==> src/rtl/my_alu.sv <==
// my_alu: 16-bit PDP-11 ALU; one-hot op strobes, registered result/mask/flags.
// Byte-mode datapath is built only when MYALU_BYTE_OPS_EN is defined.
module my_alu (
   input  logic        clk,
   input  logic        reset,
   input  logic [15:0] in1,
   input  logic [15:0] in2,
   input  logic        ni,
   input  logic        ci,
   input  logic        mbyte,
   input  logic        add,
   input  logic        adc,
   input  logic        sub,
   input  logic        sbc,
   input  logic        inc2,
   input  logic        dec2,
   input  logic        inc,
   input  logic        dec,
   input  logic        clr,
   input  logic        com,
   input  logic        neg,
   input  logic        tst,
   input  logic        ror,
   input  logic        rol,
   input  logic        asr,
   input  logic        asl,
   input  logic        sxt,
   input  logic        mov,
   input  logic        cmp,
   input  logic        bit_,
   input  logic        bic,
   input  logic        bis,
   input  logic        exor,
   input  logic        swab,
   output logic [15:0] final_result,
   output logic [3:0]  ccmask,
   output logic [3:0]  final_flags
);

   typedef enum logic [4:0] {
      OP_NONE, OP_ADD, OP_ADC, OP_SUB, OP_SBC,
      OP_INC2, OP_DEC2, OP_INC, OP_DEC, OP_CLR,
      OP_COM, OP_NEG, OP_TST, OP_ROR, OP_ROL,
      OP_ASR, OP_ASL, OP_SXT, OP_MOV, OP_CMP,
      OP_BIT, OP_BIC, OP_BIS, OP_EXOR, OP_SWAB
   } op_e;

   op_e         w_op;
   logic        w_byte;
   logic [15:0] w_wmask;
   logic [15:0] w_minneg;
   logic [15:0] w_maxpos;
   logic [15:0] w_a;
   logic [15:0] w_b;
   logic        w_sa;
   logic        w_sb;
   logic [16:0] w_sum;
   logic [16:0] w_dif;
   logic [16:0] w_cmpd;
   logic        w_sum_s;
   logic        w_dif_s;
   logic        w_cmp_s;
   logic [15:0] w_r;
   logic        w_c;
   logic        w_v;
   logic        w_vnc;
   logic [3:0]  w_mask;
   logic [15:0] w_rm;
   logic        w_n;
   logic        w_z;
   logic        w_vf;
   logic [15:0] w_res;
   logic [3:0]  w_flags;
   logic [15:0] r_result;
   logic [3:0]  r_mask;
   logic [3:0]  r_flags;

   // Priority-resolve the strobes: the first one in port order wins.
   always_comb begin
      w_op = OP_NONE;
      if (add)       w_op = OP_ADD;
      else if (adc)  w_op = OP_ADC;
      else if (sub)  w_op = OP_SUB;
      else if (sbc)  w_op = OP_SBC;
      else if (inc2) w_op = OP_INC2;
      else if (dec2) w_op = OP_DEC2;
      else if (inc)  w_op = OP_INC;
      else if (dec)  w_op = OP_DEC;
      else if (clr)  w_op = OP_CLR;
      else if (com)  w_op = OP_COM;
      else if (neg)  w_op = OP_NEG;
      else if (tst)  w_op = OP_TST;
      else if (ror)  w_op = OP_ROR;
      else if (rol)  w_op = OP_ROL;
      else if (asr)  w_op = OP_ASR;
      else if (asl)  w_op = OP_ASL;
      else if (sxt)  w_op = OP_SXT;
      else if (mov)  w_op = OP_MOV;
      else if (cmp)  w_op = OP_CMP;
      else if (bit_) w_op = OP_BIT;
      else if (bic)  w_op = OP_BIC;
      else if (bis)  w_op = OP_BIS;
      else if (exor) w_op = OP_EXOR;
      else if (swab) w_op = OP_SWAB;
   end

`ifdef MYALU_BYTE_OPS_EN
   // Word-only ops ignore mbyte.
   assign w_byte = mbyte & ~(w_op inside {OP_NONE, OP_ADD, OP_SUB,
                                          OP_INC2, OP_DEC2, OP_SXT,
                                          OP_SWAB, OP_EXOR});
`else
   logic w_unused_mbyte;
   assign w_unused_mbyte = mbyte;
   assign w_byte = 1'b0;
`endif

   // Width-dependent constants; operands are zero-extended above the width.
   assign w_wmask  = w_byte ? 16'h00FF : 16'hFFFF;
   assign w_minneg = w_byte ? 16'h0080 : 16'h8000;
   assign w_maxpos = w_byte ? 16'h007F : 16'h7FFF;
   assign w_a      = in2 & w_wmask;
   assign w_b      = in1 & w_wmask;
   assign w_sa     = |(w_a & w_minneg);
   assign w_sb     = |(w_b & w_minneg);

   // With zero-extended operands bit 16 is the borrow in either width.
   assign w_sum   = {1'b0, w_b} + {1'b0, w_a};
   assign w_dif   = {1'b0, w_b} - {1'b0, w_a};
   assign w_cmpd  = {1'b0, w_a} - {1'b0, w_b};
   assign w_sum_s = |(w_sum[15:0] & w_minneg);
   assign w_dif_s = |(w_dif[15:0] & w_minneg);
   assign w_cmp_s = |(w_cmpd[15:0] & w_minneg);

   // Per-op raw result, carry, overflow and update mask.
   always_comb begin
      w_r    = 16'h0000;
      w_c    = 1'b0;
      w_v    = 1'b0;
      w_vnc  = 1'b0;
      w_mask = 4'b0000;
      unique case (w_op)
         OP_ADD: begin
            w_r    = w_sum[15:0];
            w_c    = w_sum[16];
            w_v    = (w_sa == w_sb) & (w_sum_s != w_sa);
            w_mask = 4'b1111;
         end
         OP_SUB: begin
            w_r    = w_dif[15:0];
            w_c    = w_dif[16];
            w_v    = (w_sa != w_sb) & (w_dif_s == w_sa);
            w_mask = 4'b1111;
         end
         OP_CMP: begin
            w_r    = w_cmpd[15:0];
            w_c    = w_cmpd[16];
            w_v    = (w_sa != w_sb) & (w_cmp_s == w_sb);
            w_mask = 4'b1111;
         end
         OP_ADC: begin
            w_r    = w_a + {15'h0000, ci};
            w_v    = ci & (w_a == w_maxpos);
            w_c    = ci & (w_a == w_wmask);
            w_mask = 4'b1111;
         end
         OP_SBC: begin
            w_r    = w_a - {15'h0000, ci};
            w_v    = (w_a == w_minneg);
            w_c    = ci & (w_a == 16'h0000);
            w_mask = 4'b1111;
         end
         OP_INC2: begin
            w_r = in2 + 16'd2;
         end
         OP_DEC2: begin
            w_r = in2 - 16'd2;
         end
         OP_INC: begin
            w_r    = w_a + 16'd1;
            w_v    = (w_a == w_maxpos);
            w_mask = 4'b1110;
         end
         OP_DEC: begin
            w_r    = w_a - 16'd1;
            w_v    = (w_a == w_minneg);
            w_mask = 4'b1110;
         end
         OP_CLR: begin
            w_mask = 4'b1111;
         end
         OP_COM: begin
            w_r    = ~w_a;
            w_c    = 1'b1;
            w_mask = 4'b1111;
         end
         OP_NEG: begin
            w_r    = 16'h0000 - w_a;
            w_v    = (w_a == w_minneg);
            w_c    = (w_a != 16'h0000);
            w_mask = 4'b1111;
         end
         OP_TST: begin
            w_r    = w_a;
            w_mask = 4'b1111;
         end
         OP_ROR: begin
            w_r    = (w_a >> 1) | (ci ? w_minneg : 16'h0000);
            w_c    = w_a[0];
            w_vnc  = 1'b1;
            w_mask = 4'b1111;
         end
         OP_ROL: begin
            w_r    = (w_a << 1) | {15'h0000, ci};
            w_c    = w_sa;
            w_vnc  = 1'b1;
            w_mask = 4'b1111;
         end
         OP_ASR: begin
            w_r    = (w_a >> 1) | (w_sa ? w_minneg : 16'h0000);
            w_c    = w_a[0];
            w_vnc  = 1'b1;
            w_mask = 4'b1111;
         end
         OP_ASL: begin
            w_r    = w_a << 1;
            w_c    = w_sa;
            w_vnc  = 1'b1;
            w_mask = 4'b1111;
         end
         OP_SXT: begin
            w_r    = {16{ni}};
            w_mask = 4'b0110;
         end
         OP_MOV: begin
            w_r    = w_a;
            w_mask = 4'b1110;
         end
         OP_BIT: begin
            w_r    = w_a & w_b;
            w_mask = 4'b1110;
         end
         OP_BIC: begin
            w_r    = w_b & ~w_a;
            w_mask = 4'b1110;
         end
         OP_BIS: begin
            w_r    = w_b | w_a;
            w_mask = 4'b1110;
         end
         OP_EXOR: begin
            w_r    = w_b ^ w_a;
            w_mask = 4'b1110;
         end
         OP_SWAB: begin
            w_r    = {in2[7:0], in2[15:8]};
            w_mask = 4'b1111;
         end
         default: begin
            w_r    = 16'h0000;
            w_mask = 4'b0000;
         end
      endcase
   end

   // Trim to the active width and derive N/Z, with swab/sxt exceptions.
   always_comb begin
      w_rm = w_r & w_wmask;
      w_n  = |(w_rm & w_minneg);
      w_z  = (w_rm == 16'h0000);
      if (w_op == OP_SWAB) begin
         w_n = w_rm[7];
         w_z = (w_rm[7:0] == 8'h00);
      end
      if (w_op == OP_SXT) begin
         w_z = ~ni;
      end
      w_vf    = w_vnc ? (w_n ^ w_c) : w_v;
      w_res   = w_byte ? {{8{w_rm[7]}}, w_rm[7:0]} : w_rm;
      w_flags = {w_n, w_z, w_vf, w_c} & w_mask;
   end

   // Output register: one-cycle latency, synchronous reset.
   always_ff @(posedge clk) begin
      if (reset) begin
         r_result <= 16'h0000;
         r_mask   <= 4'b0000;
         r_flags  <= 4'b0000;
      end else begin
         r_result <= w_res;
         r_mask   <= w_mask;
         r_flags  <= w_flags;
      end
   end

   assign final_result = r_result;
   assign ccmask       = r_mask;
   assign final_flags  = r_flags;

endmodule

==> config.mk <==
export PLATFORM = sky130hd
export DESIGN_NAME = my_alu
export DESIGN_NICKNAME = d
export VERILOG_FILES = /design/src/rtl/my_alu.sv
export SDC_FILE = /design/constraint.sdc
export NUM_CORES = 1
export LEC_CHECK = 0
export BUFFER_PORTS_ARGS = -buffer_cell sky130_fd_sc_hd__buf_2
export CORE_MARGIN = 2
export CORE_UTILIZATION = 35
export CTS_CLUSTER_DIAMETER = 100
export CTS_CLUSTER_SIZE = 8
export DETAILED_ROUTE_END_ITERATION = 6
export GPL_TIMING_DRIVEN = 1
export SLEW_MARGIN = 30
export SYNTH_ARGS = -nofsm -noshare
export SYNTH_HDL_FRONTEND = slang
export SYNTH_SLANG_ARGS = --single-unit
==> constraint.sdc <==
create_clock -name clk -period 5.6 [get_ports clk]
set_input_delay 0.84 -clock clk [delete_from_list [all_inputs] [get_ports clk]]
set_output_delay 0.84 -clock clk [all_outputs]
set_load 0.005 [all_outputs]
==> run_results.csv, run 1 <==
group,metric,value,unit
global_routing,grt.total_usage,29.0,%
job,cap_violations,0,
route,drc,0,
place,dpl_cell_area,0.00821,sq mm
place,dpl.hpwl,25200,um
cts,postCtsHoldBufs,0,
yosys,ys_warn_count,0,
timing,rsz0062_at_grt,"no",
cts,cts_setup_buffers,0,
timing,tns,0,ns
route,postRouteAntennaNets,0,
floorplan,die_y,147,um
power,powerDensity,124,mW/mm^2
place,dp_slack,0.174,ns
timing,post-route-min-period,5.24,ns
setup_path,required,5.79,ns
route,wirelength,32500,um
setup_path,path_max_fanout,8,
yosys,async_reset_ff_share,0,%
global_routing,overflow,0,
floorplan,core_area,0.0202,sq mm
timing,tightest_slew,1.07,ns
cts,cts.sink_count,23,
hold_path,hold_class,"in -> reg",
layout,areaGrowthSynthToFinish,15.6,%
floorplan,chipWidth,147,um
timing,slew_viol_final,0,
cts,cts-root-buf,"clkbuf_16",
route,drt-initial-drc-count,1277,
setup_path,cp-end-kind,"flip-flop",
outcome,status,"complete, no violations",
cts,htreeDepth,1,
floorplan,die_area,0.0216,sq mm
yosys,synth_seq_cells,23,
global_routing,grt_pass1_wl,49000,um
power,max-vdd-ir-drop,82.1,uV
yosys,synth.distinct_cells,87,
route,dr.pass1.iters,7,
timing,fin_ws,0.356,ns
yosys,ys.flop_type,"dfxtp_1",
layout,fin_nets,1275,
timing,final_hold_viol_count,0,
floorplan,fp-row-count,52,
setup_path,start_kind,"primary input",
floorplan,ios,85,
cts,ctsResizeCount,0,
global_routing,antenna_found_initial,1,
timing,fin_crit_sh,93.6,%
setup_path,path_class,"in -> reg",
place,place.gp.congestion,1.00,
timing,slew_headroom,28.1,%
route,vias,8936,
timing,setup_viol,0,
cts,cts_tree,"done",
yosys,synth-edff-count,0,
cts,clk_pin_slew,0.05,ns
cts,clockBufferDepth,2,
route,via_per_inst,6.39,
layout,mostFrequentLayoutCell,"nand2_1",
layout,final_cell_mix,"86 x nand2_1, 85 x nor2_1, 83 x buf_2",
route,wl_per_cell,23.2,um
layout,design_area,0.00829,sq mm
timing,max_clock_freq,191,MHz
yosys,synth_cells,1031,
layout,fillers,2192,
hold_path,whs_path_depth,2,
cts,numCtsBuffers,3,
yosys,syn_area,0.00716,sq mm
place,io_buffers,83,
yosys,syn_nets,1177,
power,p_leak,0.00342,uW
setup_path,cp_data_arrival_time,5.44,ns
layout,drive_gt1_share,17.1,%
yosys,synth_seq_area_share,6.43,%
global_routing,grt_max_degree,54,
layout,diodes,0,
yosys,syn_avg_cell_area,6.95,sq um
floorplan,start_util,35.5,%
global_routing,first_global_vias,8182,
## per-stage QoR
| step | total power, uW | cells | utilization [%] | hold slack, ns |
|---|---|---|---|---|
| finish | 1030 | 1398 | 41.1 | 0.963 |
| global route | 1090 | 1398 | 41.1 | 0.987 |
| CTS | 1010 | 1398 | 41.1 | 0.959 |
| detailed placement | 863 | 1394 | 40.7 | 1.21 |
| global placement | 863 | 1394 | 40.7 | 1.21 |
| floorplan | 615 | 1031 | - | 0.932 |
## critical path, stage by stage
cell,delay (ns)
buf_2,0.12
nor4_2,0.38
nand2_1,0.12
o31ai_1,0.35
nand2_1,0.13
nor2_1,0.32
buf_4,0.28
ha_1,0.27
a211oi_1,0.24
nor2_1,0.10
o22a_1,0.25
a311o_1,0.41
xor2_1,0.16
a22oi_1,0.23
o211ai_1,0.12
a211oi_1,0.38
buf_4,0.18
nand4_1,0.10
nor3_1,0.15
buf_4,0.15
o2111a_1,0.16
## path summary, 6_finish.rpt
kind                  start             end  slack (ns)
worst max-delay path    neg  final_flags[2]        0.36
worst min-delay path  reset       ccmask[0]        0.96
## cells in the mapped netlist, types with 11 or more instances
library cell | count | area [sq um]
a211oi_1 | 24 | 180
a21oi_1 | 76 | 380
a221oi_1 | 12 | 105
a22oi_1 | 11 | 82.6
a31oi_1 | 12 | 75.1
clkbuf_1 | 47 | 176
dfxtp_1 | 23 | 460
ha_1 | 81 | 1010
inv_1 | 47 | 176
nand2_1 | 86 | 323
nand3_1 | 31 | 155
nand4_1 | 13 | 81.3
nor2_1 | 85 | 319
nor2b_1 | 23 | 144
nor3_1 | 58 | 290
nor4_1 | 20 | 125
o211ai_1 | 17 | 128
o21ai_0 | 46 | 230
o21bai_1 | 13 | 97.6
or3_1 | 13 | 81.3
or4_1 | 11 | 82.6
xnor2_1 | 55 | 482
## area by class of cell
class | instances | area (sq um) | share of cell area, %
multi-input cells | 894 | 6240 | 75.4
repair buffers | 158 | 978 | 11.8
flip-flops and latches | 23 | 460 | 5.56
clock inverters | 1 | 5.00 | 0.0604
inverters | 49 | 184 | 2.22
clock buffers | 3 | 75.1 | 0.906
well taps | 270 | 338 | 4.08
## layer usage
| layer | up-vias | part of all wire [%] | track usage (%) |
|---|---|---|---|
| li1 | 4077 | - | - |
| met5 | - | 0.17 | 2.05 |
| met2 | 620 | 44 | 46.1 |
| met3 | 107 | 11 | 4.91 |
| met4 | 2 | 3.4 | 8.27 |
| met1 | 4130 | 41 | 40.3 |
## where the power goes
part / internal, uW / switching, uW / leakage [uW]
Clock: 95.6 / 49.3 / 0.0000409
Sequential: 182 / 3.27 / 0.000192
Combinational: 262 / 437 / 0.00318
Total: 540 / 489 / 0.00342
## flip-flops by register name (all words and copies together) (netlist names)
register / cells
ccmask: 3
final_flags: 4
final_result: 16
## cells by family after synthesis
logic type               synth area share [%]
AND/OR/NAND/NOR                          28.4
AO/OA/AOI/OAI                            33.7
buffers and inverters                    6.57
adder cells (fa/ha/maj)                  15.3
XOR/XNOR                                 7.95
flip-flops                               6.43
multiplexers                             1.71
Note: power is estimated with default switching activity, not from simulation.
==> run 2: changes to the inputs <==
Settings changed: CORE_MARGIN 2 to 10, REMOVE_ABC_BUFFERS set to 1.
==> run 2 against run 1 <==
  * Maximum frequency fell by 1.0%
  * Global-route usage fell by 5.7 points
  * Count of clock-buffer cells in the layout increased by 1
  * Flip-flop and latch count stayed put
  * Power shrank 0.85%
  * Cell count down 1.1%
  * Largest power group unchanged
==> run_results.csv, run 2 (synthesis results as in run 1) <==
group,metric,value,unit
outcome,status,"complete, no violations",
layout,diodes,0,
route,vias,8837,
cts,clk_pin_slew,0.05,ns
place,place.gp.congestion,0.994,
cts,cts.sink_count,23,
global_routing,first_global_vias,8268,
floorplan,chipWidth,163,um
timing,slew_viol_final,0,
floorplan,ios,85,
cts,cts_tree,"done",
timing,final_hold_viol_count,0,
setup_path,cp_data_arrival_time,5.49,ns
timing,max_clock_freq,189,MHz
timing,fin_crit_sh,94.6,%
cts,postCtsHoldBufs,0,
floorplan,die_area,0.0266,sq mm
global_routing,grt_pass1_wl,49000,um
setup_path,worst_path_max_delay_cell,"a311o_1",
timing,post-route-min-period,5.30,ns
route,wirelength,32600,um
setup_path,start_kind,"primary input",
global_routing,antenna_found_initial,0,
cts,numCtsBuffers,3,
power,powerDensity,125,mW/mm^2
layout,final_cell_mix,"86 x nand2_1, 84 x nor2_1, 83 x buf_2",
setup_path,required,5.79,ns
timing,slew_headroom,32.2,%
floorplan,start_util,35.5,%
route,drt-initial-drc-count,1065,
route,wl_per_cell,23.6,um
timing,rsz0062_at_grt,"no",
hold_path,hold_class,"in -> reg",
route,drc,0,
layout,drive_gt1_share,16.2,%
setup_path,cpPeakStageDelay,0.46,ns
cts,clockBufferDepth,2,
global_routing,grt_max_degree,54,
cts,cts-root-buf,"clkbuf_16",
place,io_buffers,83,
place,dpl.hpwl,25500,um
global_routing,grt.total_usage,23.3,%
floorplan,core_area,0.0202,sq mm
layout,fillers,2203,
timing,fin_ws,0.301,ns
setup_path,path_max_fanout,11,
timing,tightest_slew,1.01,ns
power,p_leak,0.00334,uW
power,max-vdd-ir-drop,80.5,uV
setup_path,path_class,"in -> reg",
timing,setup_viol,0,
setup_path,cp-end-kind,"flip-flop",
layout,mostFrequentLayoutCell,"nand2_1",
layout,final_util,40.6,%
route,via_per_inst,6.39,
layout,fin_nets,1260,
floorplan,die_y,163,um
route,postRouteAntennaNets,0,
route,dr.pass1.iters,6,
job,cap_violations,0,
cts,htreeDepth,1,
global_routing,overflow,0,
timing,holdWs,0.957,ns
setup_path,path_cells,"buf_2 -> nor4_2 -> nand2_1 -> o31ai_1 -> nand2_1 -> nor2_2 -> buf_4 -> ha_1 -> a211oi_1 -> nor2_1 -> o22a_1 -> a311o_1 -> xor2_1 -> a22oi_1 -> o211ai_1 -> a211oi_1 -> buf_4 -> nand4_1 -> nor3_1 -> o2111a_1",
layout,largest_register_ffs,16,
place,dp_slack,0.153,ns
layout,areaGrowthSynthToFinish,14.3,%
floorplan,fp-row-count,52,
-- run 2: path summary, 6_finish.rpt --
kind              start         endpoint  slack, ns  cells past startpoint
setup / recovery    neg   final_flags[2]       0.30                     20
hold / removal    reset  final_result[3]       0.96                      2
-- run 2: timing repair --
action	in CTS	in global routing
gates resized for setup	0	1
endpoints found under the hold margin	0	0
setup endpoints to repair	0	1
setup buffers	0	0
-- run 2: area by class of cell --
cell class | instances | area (sq um) | share of cell area [%]
inverter | 49 | 184 | 2.25
clock buffer | 4 | 78.8 | 0.963
sequential | 23 | 460 | 5.63
timing repair buffer | 143 | 866 | 10.6
multi-input combinational | 894 | 6260 | 76.5
tap | 270 | 338 | 4.13
-- run 2: report_power, final --
part | leakage [uW] | switching, uW | internal (uW)
logic | 0.00311 | 435 | 256
clock network | 0.0000382 | 47.6 | 96.7
registers | 0.000192 | 3.22 | 183
total | 0.00334 | 485 | 535
-- run 2: worst max-delay path, delay by kind of cell --
| kind | cells | cell delay (ns) |
|---|---|---|
| buffers and inverters | 3 | 0.54 |
| AND/OR/NAND/NOR | 7 | 1.43 |
| AO/OA/AOI/OAI | 8 | 2.24 |
| XOR/XNOR | 1 | 0.17 |
| adder cells (fa/ha/maj) | 1 | 0.27 |
-- run 2: per-stage QoR --
step                instances  TNS (ns)  cell area (sq um)  total power [uW]
floorplan                 966     -4.06               6880               586
global placement         1379         0               8100               851
detailed placement       1379         0               8100               854
CTS                      1383         0               8180              1000
global route             1383         0               8190              1080
finish                   1383         0               8190              1020
-- run 2: metal layers --
layer  vias to the layer above  GRT usage, %  wire length, um
li1                       4045             -                -
met1                      4127          31.0            13400
met2                       565          35.2            13700
met3                        98          5.01             3770
met4                         2          10.5             1590
met5                         -             0               62
